[config.mk]
export PLATFORM = sky130hd
export DESIGN_NAME = l2_writeback_buffer
export DESIGN_NICKNAME = d
export VERILOG_FILES = /design/src/rtl/l2_writeback_buffer_pkg.sv /design/src/rtl/l2_writeback_buffer_wb_match_find.sv /design/src/rtl/l2_writeback_buffer.sv
export SDC_FILE = /design/constraint.sdc
export NUM_CORES = 2
export LEC_CHECK = 0
export CAP_MARGIN = 20
export CORE_MARGIN = 8
export CORE_UTILIZATION = 55
export DETAILED_ROUTE_END_ITERATION = 16
export PLACE_DENSITY = 0.87
export SYNTH_ARGS = -nofsm -noshare
export SYNTH_HDL_FRONTEND = slang
export SYNTH_SLANG_ARGS = --single-unit
[constraint.sdc]
create_clock -name clk -period 66.9 [get_ports clk]
set_input_delay 6.69 -clock clk [delete_from_list [all_inputs] [get_ports clk]]
set_output_delay 6.69 -clock clk [all_outputs]
set_load 0.01 [all_outputs]
[src/rtl/l2_writeback_buffer_pkg.sv]
// Shared types for the L2 writeback buffer.
// Entry layout, drain states and line geometry.
package l2_writeback_buffer_pkg;

    localparam int LINE_BITS   = 256;
    localparam int OFFSET_BITS = 5;
    localparam int TAG_BITS    = 32 - OFFSET_BITS;

    typedef enum logic [0:0] {
        WB_IDLE  = 1'b0,
        WB_DRAIN = 1'b1
    } wb_state_t;

    typedef struct packed {
        logic                 valid;
        logic                 draining;
        logic [TAG_BITS-1:0]  tag;
        logic [LINE_BITS-1:0] data;
    } wb_entry_t;

    function automatic logic [TAG_BITS-1:0] line_tag(input logic [31:0] addr);
        return addr[31:OFFSET_BITS];
    endfunction

endpackage

[src/rtl/l2_writeback_buffer_wb_match_find.sv]
// Tag compare across all buffer slots.
// Youngest candidate (closest to tail) wins on multiple matches.
module wb_match_find
    import l2_writeback_buffer_pkg::*;
#(
    parameter int DEPTH = 4,
    parameter int PTR_W = $clog2(DEPTH)
) (
    input  logic [DEPTH-1:0]    cand,
    input  logic [TAG_BITS-1:0] tags [DEPTH],
    input  logic [PTR_W-1:0]    tail,
    input  logic [TAG_BITS-1:0] tag,
    output logic                hit,
    output logic [PTR_W-1:0]    idx
);

    logic [PTR_W-1:0] slot;

    // Walk oldest to youngest so the last match seen is the youngest.
    always_comb begin
        hit  = 1'b0;
        idx  = '0;
        slot = '0;
        for (int k = DEPTH; k >= 1; k--) begin
            slot = tail - PTR_W'(k);
            if (cand[slot] && tags[slot] == tag) begin
                hit = 1'b1;
                idx = slot;
            end
        end
    end

endmodule

[src/rtl/l2_writeback_buffer.sv]
// Circular buffer of dirty L2 lines draining to pmem,
// with coalescing on write and a combinational miss lookup.
module l2_writeback_buffer
    import l2_writeback_buffer_pkg::*;
#(
    parameter int DEPTH = 4,
    parameter int PTR_W = $clog2(DEPTH)
) (
    input  logic         clk,
    input  logic         rst,
    input  logic         wb_write,
    input  logic [31:0]  wb_addr,
    input  logic [255:0] wb_wdata,
    output logic         wb_resp,
    input  logic [31:0]  lookup_addr,
    output logic         lookup_hit,
    output logic [255:0] lookup_rdata,
    output logic         pmem_write,
    output logic [31:0]  pmem_address,
    output logic [255:0] pmem_wdata,
    input  logic         pmem_resp,
    output logic         full,
    output logic         empty
);

    wb_entry_t           entries [DEPTH];
    logic [TAG_BITS-1:0] tags [DEPTH];
    logic [DEPTH-1:0]    look_cand;
    logic [DEPTH-1:0]    coal_cand;
    logic [PTR_W-1:0]    head;
    logic [PTR_W-1:0]    tail;
    logic [PTR_W:0]      count;
    logic [PTR_W:0]      count_next;
    wb_state_t           state;

    logic                co_hit;
    logic [PTR_W-1:0]    co_idx;
    logic                lk_hit;
    logic [PTR_W-1:0]    lk_idx;
    logic                accept;
    logic                do_coal;
    logic                do_push;
    logic                do_pop;
    logic                load;
    logic [PTR_W-1:0]    next_head;
    logic                push_fwd;
    logic                coal_fwd;
    logic [TAG_BITS-1:0] ld_tag;
    logic [255:0]        ld_data;
    logic                unused_offsets;

    assign unused_offsets = ^{wb_addr[4:0], lookup_addr[4:0]};

    always_comb begin
        for (int i = 0; i < DEPTH; i++) begin
            tags[i]      = entries[i].tag;
            look_cand[i] = entries[i].valid;
            coal_cand[i] = entries[i].valid & ~entries[i].draining;
        end
    end

    wb_match_find #(.DEPTH(DEPTH), .PTR_W(PTR_W)) u_coal_find (
        .cand (coal_cand),
        .tags (tags),
        .tail (tail),
        .tag  (line_tag(wb_addr)),
        .hit  (co_hit),
        .idx  (co_idx)
    );

    wb_match_find #(.DEPTH(DEPTH), .PTR_W(PTR_W)) u_look_find (
        .cand (look_cand),
        .tags (tags),
        .tail (tail),
        .tag  (line_tag(lookup_addr)),
        .hit  (lk_hit),
        .idx  (lk_idx)
    );

    assign lookup_hit   = lk_hit;
    assign lookup_rdata = lk_hit ? entries[lk_idx].data : '0;

    assign full       = (count == (PTR_W+1)'(DEPTH));
    assign empty      = (count == '0);
    assign pmem_write = (state == WB_DRAIN);

    assign accept     = wb_write && !wb_resp;
    assign do_coal    = accept && co_hit;
    assign do_push    = accept && !co_hit && !full;
    assign do_pop     = pmem_write && pmem_resp;
    assign count_next = count + (PTR_W+1)'(do_push) - (PTR_W+1)'(do_pop);
    assign next_head  = do_pop ? head + 1'b1 : head;
    assign load       = (state == WB_IDLE && !empty)
                     || (do_pop && count_next != '0);

    // The line being loaded may be written on this same edge; forward it.
    assign push_fwd = do_push && (tail == next_head);
    assign coal_fwd = do_coal && (co_idx == next_head);
    assign ld_tag   = push_fwd ? line_tag(wb_addr) : entries[next_head].tag;
    assign ld_data  = (push_fwd || coal_fwd) ? wb_wdata
                                             : entries[next_head].data;

    always_ff @(posedge clk or posedge rst) begin
        if (rst) begin
            for (int i = 0; i < DEPTH; i++) entries[i] <= '0;
            head         <= '0;
            tail         <= '0;
            count        <= '0;
            state        <= WB_IDLE;
            wb_resp      <= 1'b0;
            pmem_address <= '0;
            pmem_wdata   <= '0;
        end else begin
            wb_resp <= do_coal || do_push;
            count   <= count_next;
            if (do_coal) entries[co_idx].data <= wb_wdata;
            if (do_push) begin
                entries[tail].valid    <= 1'b1;
                entries[tail].draining <= 1'b0;
                entries[tail].tag      <= line_tag(wb_addr);
                entries[tail].data     <= wb_wdata;
                tail                   <= tail + 1'b1;
            end
            if (do_pop) begin
                entries[head].valid    <= 1'b0;
                entries[head].draining <= 1'b0;
                head                   <= head + 1'b1;
            end
            if (load) begin
                entries[next_head].draining <= 1'b1;
                pmem_address <= {ld_tag, {OFFSET_BITS{1'b0}}};
                pmem_wdata   <= ld_data;
                state        <= WB_DRAIN;
            end else if (do_pop) begin
                state <= WB_IDLE;
            end
        end
    end

endmodule

==> results.json <==
{
  "combPwrFrac_pct": 53.7,
  "stdcell_area_um2": 97400,
  "slew_headroom_pct": 20.3,
  "fin_crit_ns": 21.14,
  "clock_sinks": 1432,
  "antenna_found_initial": 56,
  "ys_warn_count": 0,
  "ys_ff_latch": 1432,
  "cap_violations": 0,
  "max_freq_ghz": 0.0473,
  "grt_pass1_wl_um": 413000,
  "setup_viol": 0,
  "skew_ns": 0.0496,
  "r2r-end": "pmem_wdata[144]",
  "fill_cells": 10300,
  "start_util_pct": 55.4,
  "setup_tns_ns": 0,
  "h-tree-depth": 4,
  "leakagePower_nw": 38.3,
  "num_io_pins": 873,
  "die_w_um": 405,
  "synth_area_per_cell_um2": 13.1,
  "dieArea_um2": 164000,
  "drcViolationCount": 0,
  "hold_violations": 0,
  "cts-root-buf": "clkbuf_16",
  "hold_ws_ns": 0.485,
  "ir_drop_uv": 86.7,
  "syn_inst": 6341,
  "die_height_um": 405,
  "drt_iter0_drc": 6786,
  "synth-seq-area-share_pct": 43.2,
  "required_ns": 60.21,
  "synth_area_leaders": "dfrtp_1, mux4_2, mux2_2",
  "final_util_pct": 65.0,
  "synth-compound-area-share_pct": 8.16,
  "cts_buffer_depth": 3,
  "hp-class": "reg -> reg",
  "cts_setup_buffers": 0,
  "ant_nets": 0,
  "async_flop_share_pct": 100,
  "wirelength_um": 273000,
  "drive_above_1_share_pct": 27.9,
  "synth_xor_area_share_pct": 2.33,
  "synth_top_family_by_area": "multiplexers",
  "clkTransAtPathRegs_ns": 0.06,
  "tightest_slew_ns": 1.20,
  "clk_latency_ns": 0.79,
  "p_clk_share_pct": 15.5,
  "hold_buffers": 0,
  "nets": 7123,
  "cts-resized-gates": 0,
  "grt-ovfl-total": 0,
  "grt_max_degree": 214,
  "drt-vias-per-instance": 7.01,
  "whs_endpoint": "pmem_address[13]",
  "yosysUniqueCellTypes": 65,
  "cts_tree": "yes",
  "hp-start": "pmem_address[13]",
  "r2r_cells": 18,
  "num_vias": 62800,
  "wl_per_cell_um": 30.5,
  "synth-edff-count": 0,
  "synth_mux_area_share_pct": 33.9,
  "rsz0062_at_grt": "false",
  "track_usage_pct": 32.4,
  "layout_setup_ws_ns": 45.76,
  "power.density_nw_per_um2": 56.8,
  "internal-power_mw": 3.32,
  "whs_path_depth": 2,
  "grt_pass1_vias": 63800,
  "switching_power_mw": 2.22,
  "slew_violations": 0,
  "swShare_pct": 40.0,
  "rows": 142,
  "synthSimpleGateAreaFrac_pct": 8.46,
  "rr_startpoint": "tail[0]",
  "synthAdderAreaFrac_pct": 0.175,
  "fin_crit_sh_pct": 31.6,
  "dp_hpwl_um": 171000,
  "io_buffers": 857,
  "synth_top_area_share_pct": 43.2,
  "synth_area_um2": 83000,
  "path_max_fanout": 45,
  "synth_largest_area_cell": "dfrtp_1",
  "rrSetupSlack_ns": 57.17,
  "syn_to_final_growth_pct": 17.3,
  "status": "complete, no violations",
  "gp_congestion": 0.982,
  "placed_area_um2": 92100,
  "drt_first_pass_iters": 6,
  "critPathArrivalTime_ns": 14.45,
  "cts_buffers": 152,
  "dp_slack_ns": 45.83,
  "synthFlopType": "dfrtp_1",
  "core_area_um2": 150000,
  "seq_power_share_pct": 30.8,
  "endpoint_kind": "output port",
  "startpoint_type": "input pin",
  "critPathKind": "in -> out"
}
==> worst max-delay path: stages <==
cell and delay [ns]:
clkdlybuf4s50_1 0.60, xnor2_1 0.44, nand4_1 0.21, nor4_1 1.01
nand2_1 0.20, o21ai_0 0.13, o2111ai_1 0.20, o221ai_4 0.36
buf_4 0.65, buf_4 0.83, buf_4 0.78, buf_4 0.86
mux4_2 0.62, and2_1 0.22, clkdlybuf4s50_1 0.50
==> metal layers <==
layer  global-route usage, %  vias up  part of all wire [%]
li1                        -    25300                     -
met1                    41.7    32800                    36
met2                    51.6     3974                    47
met3                    8.46      736                    11
met4                    15.2       24                   5.3
met5                       0        -                 0.059
==> cell usage in the layout (no fill, tap or decap), drive strengths merged, types with 13 or more instances in the layout <==
master and instances:
dfrtp 1432, mux2 1143, clkdlybuf4s50 857, mux4 643
nor2 275, nand2b 263, and2 262, a31oi 258
a32oi 257, and3 257, a31o 257, clkbuf 230
xnor2 181, buf 103, mux2i 79, nand4 66
nand2 63, diode 45, xor2 38, o21ai 34
clkinv 31, inv 22, nor3 16, nand3 13
==> power groups by stage <==
stage,sequential [mW],combinational [mW],clock [mW]
floorplan,1.61,2.11,0
global placement,1.64,2.84,0
detailed placement,1.69,2.90,0
CTS,1.69,2.94,0.867
global route,1.75,3.14,0.901
finish,1.71,2.97,0.859
==> state kept, by name, indices dropped and copies added, names as in the netlist, named ones only <==
name and flops:
pmem_wdata 256, count 3, head 2, tail 2, wb_resp 1, entries 1032, pmem_address 27, pmem_write 1
==> cell type report <==
type / count / area [um^2] / area share, %
Tap cell: 2016 / 2520 / 2.59
Timing Repair Buffer: 960 / 9550 / 9.81
Multi-Input combinational cell: 4221 / 44200 / 45.4
Clock inverter: 42 / 631 / 0.648
Antenna cell: 45 / 113 / 0.116
Clock buffer: 230 / 4430 / 4.55
Sequential cell: 1432 / 35800 / 36.8
Inverter: 21 / 86.3 / 0.0887
==> synthesized netlist by cell type, types with 38 or more instances <==
cell	n
a31o_1	224
a31oi_1	258
a32oi_1	257
and2_1	262
and3_1	257
buf_1	52
buf_2	120
buf_4	42
clkbuf_1	424
dfrtp_1	1432
mux2_1	241
mux2_2	902
mux2i_1	79
mux4_2	643
nand2_1	63
nand2b_1	263
nand4_1	66
nor2_1	275
xnor2_1	179
xor2_1	38
==> per-stage QoR <==
stage	instances	total power, mW
3_5_place_dp	8647	4.60
4_1_cts	8919	5.50
3_3_place_gp	8647	4.48
6_report	8967	5.53
2_1_floorplan	6345	3.72
5_1_grt	8952	5.79
==> cell families (layout without fill, tap and decap cells) <==
group,count (synthesis),in the layout
xor gates and xnor gates,219,219
AOI/OAI and AO/OA,865,865
and+or+nand+nor,1256,1256
DFF,1432,1432
muxes,1865,1865
other,1,50
adders and majority gates,11,11
buffers and inverters,692,1253
==> worst max-delay path by stage <==
stage | from | slack, ns | depth (start not counted) | end
after floorplan | rst | 19.83 | 1 | asynchronous set/reset pin
after global placement | lookup_addr[24] | 45.79 | 15 | lookup_rdata[128]
after detailed placement | lookup_addr[24] | 45.83 | 15 | lookup_rdata[140]
after CTS | lookup_addr[24] | 45.78 | 15 | lookup_rdata[137]
after global routing | lookup_addr[24] | 45.34 | 15 | lookup_rdata[131]
final | lookup_addr[24] | 45.76 | 15 | lookup_rdata[126]
(Power assumes the default switching activity.)
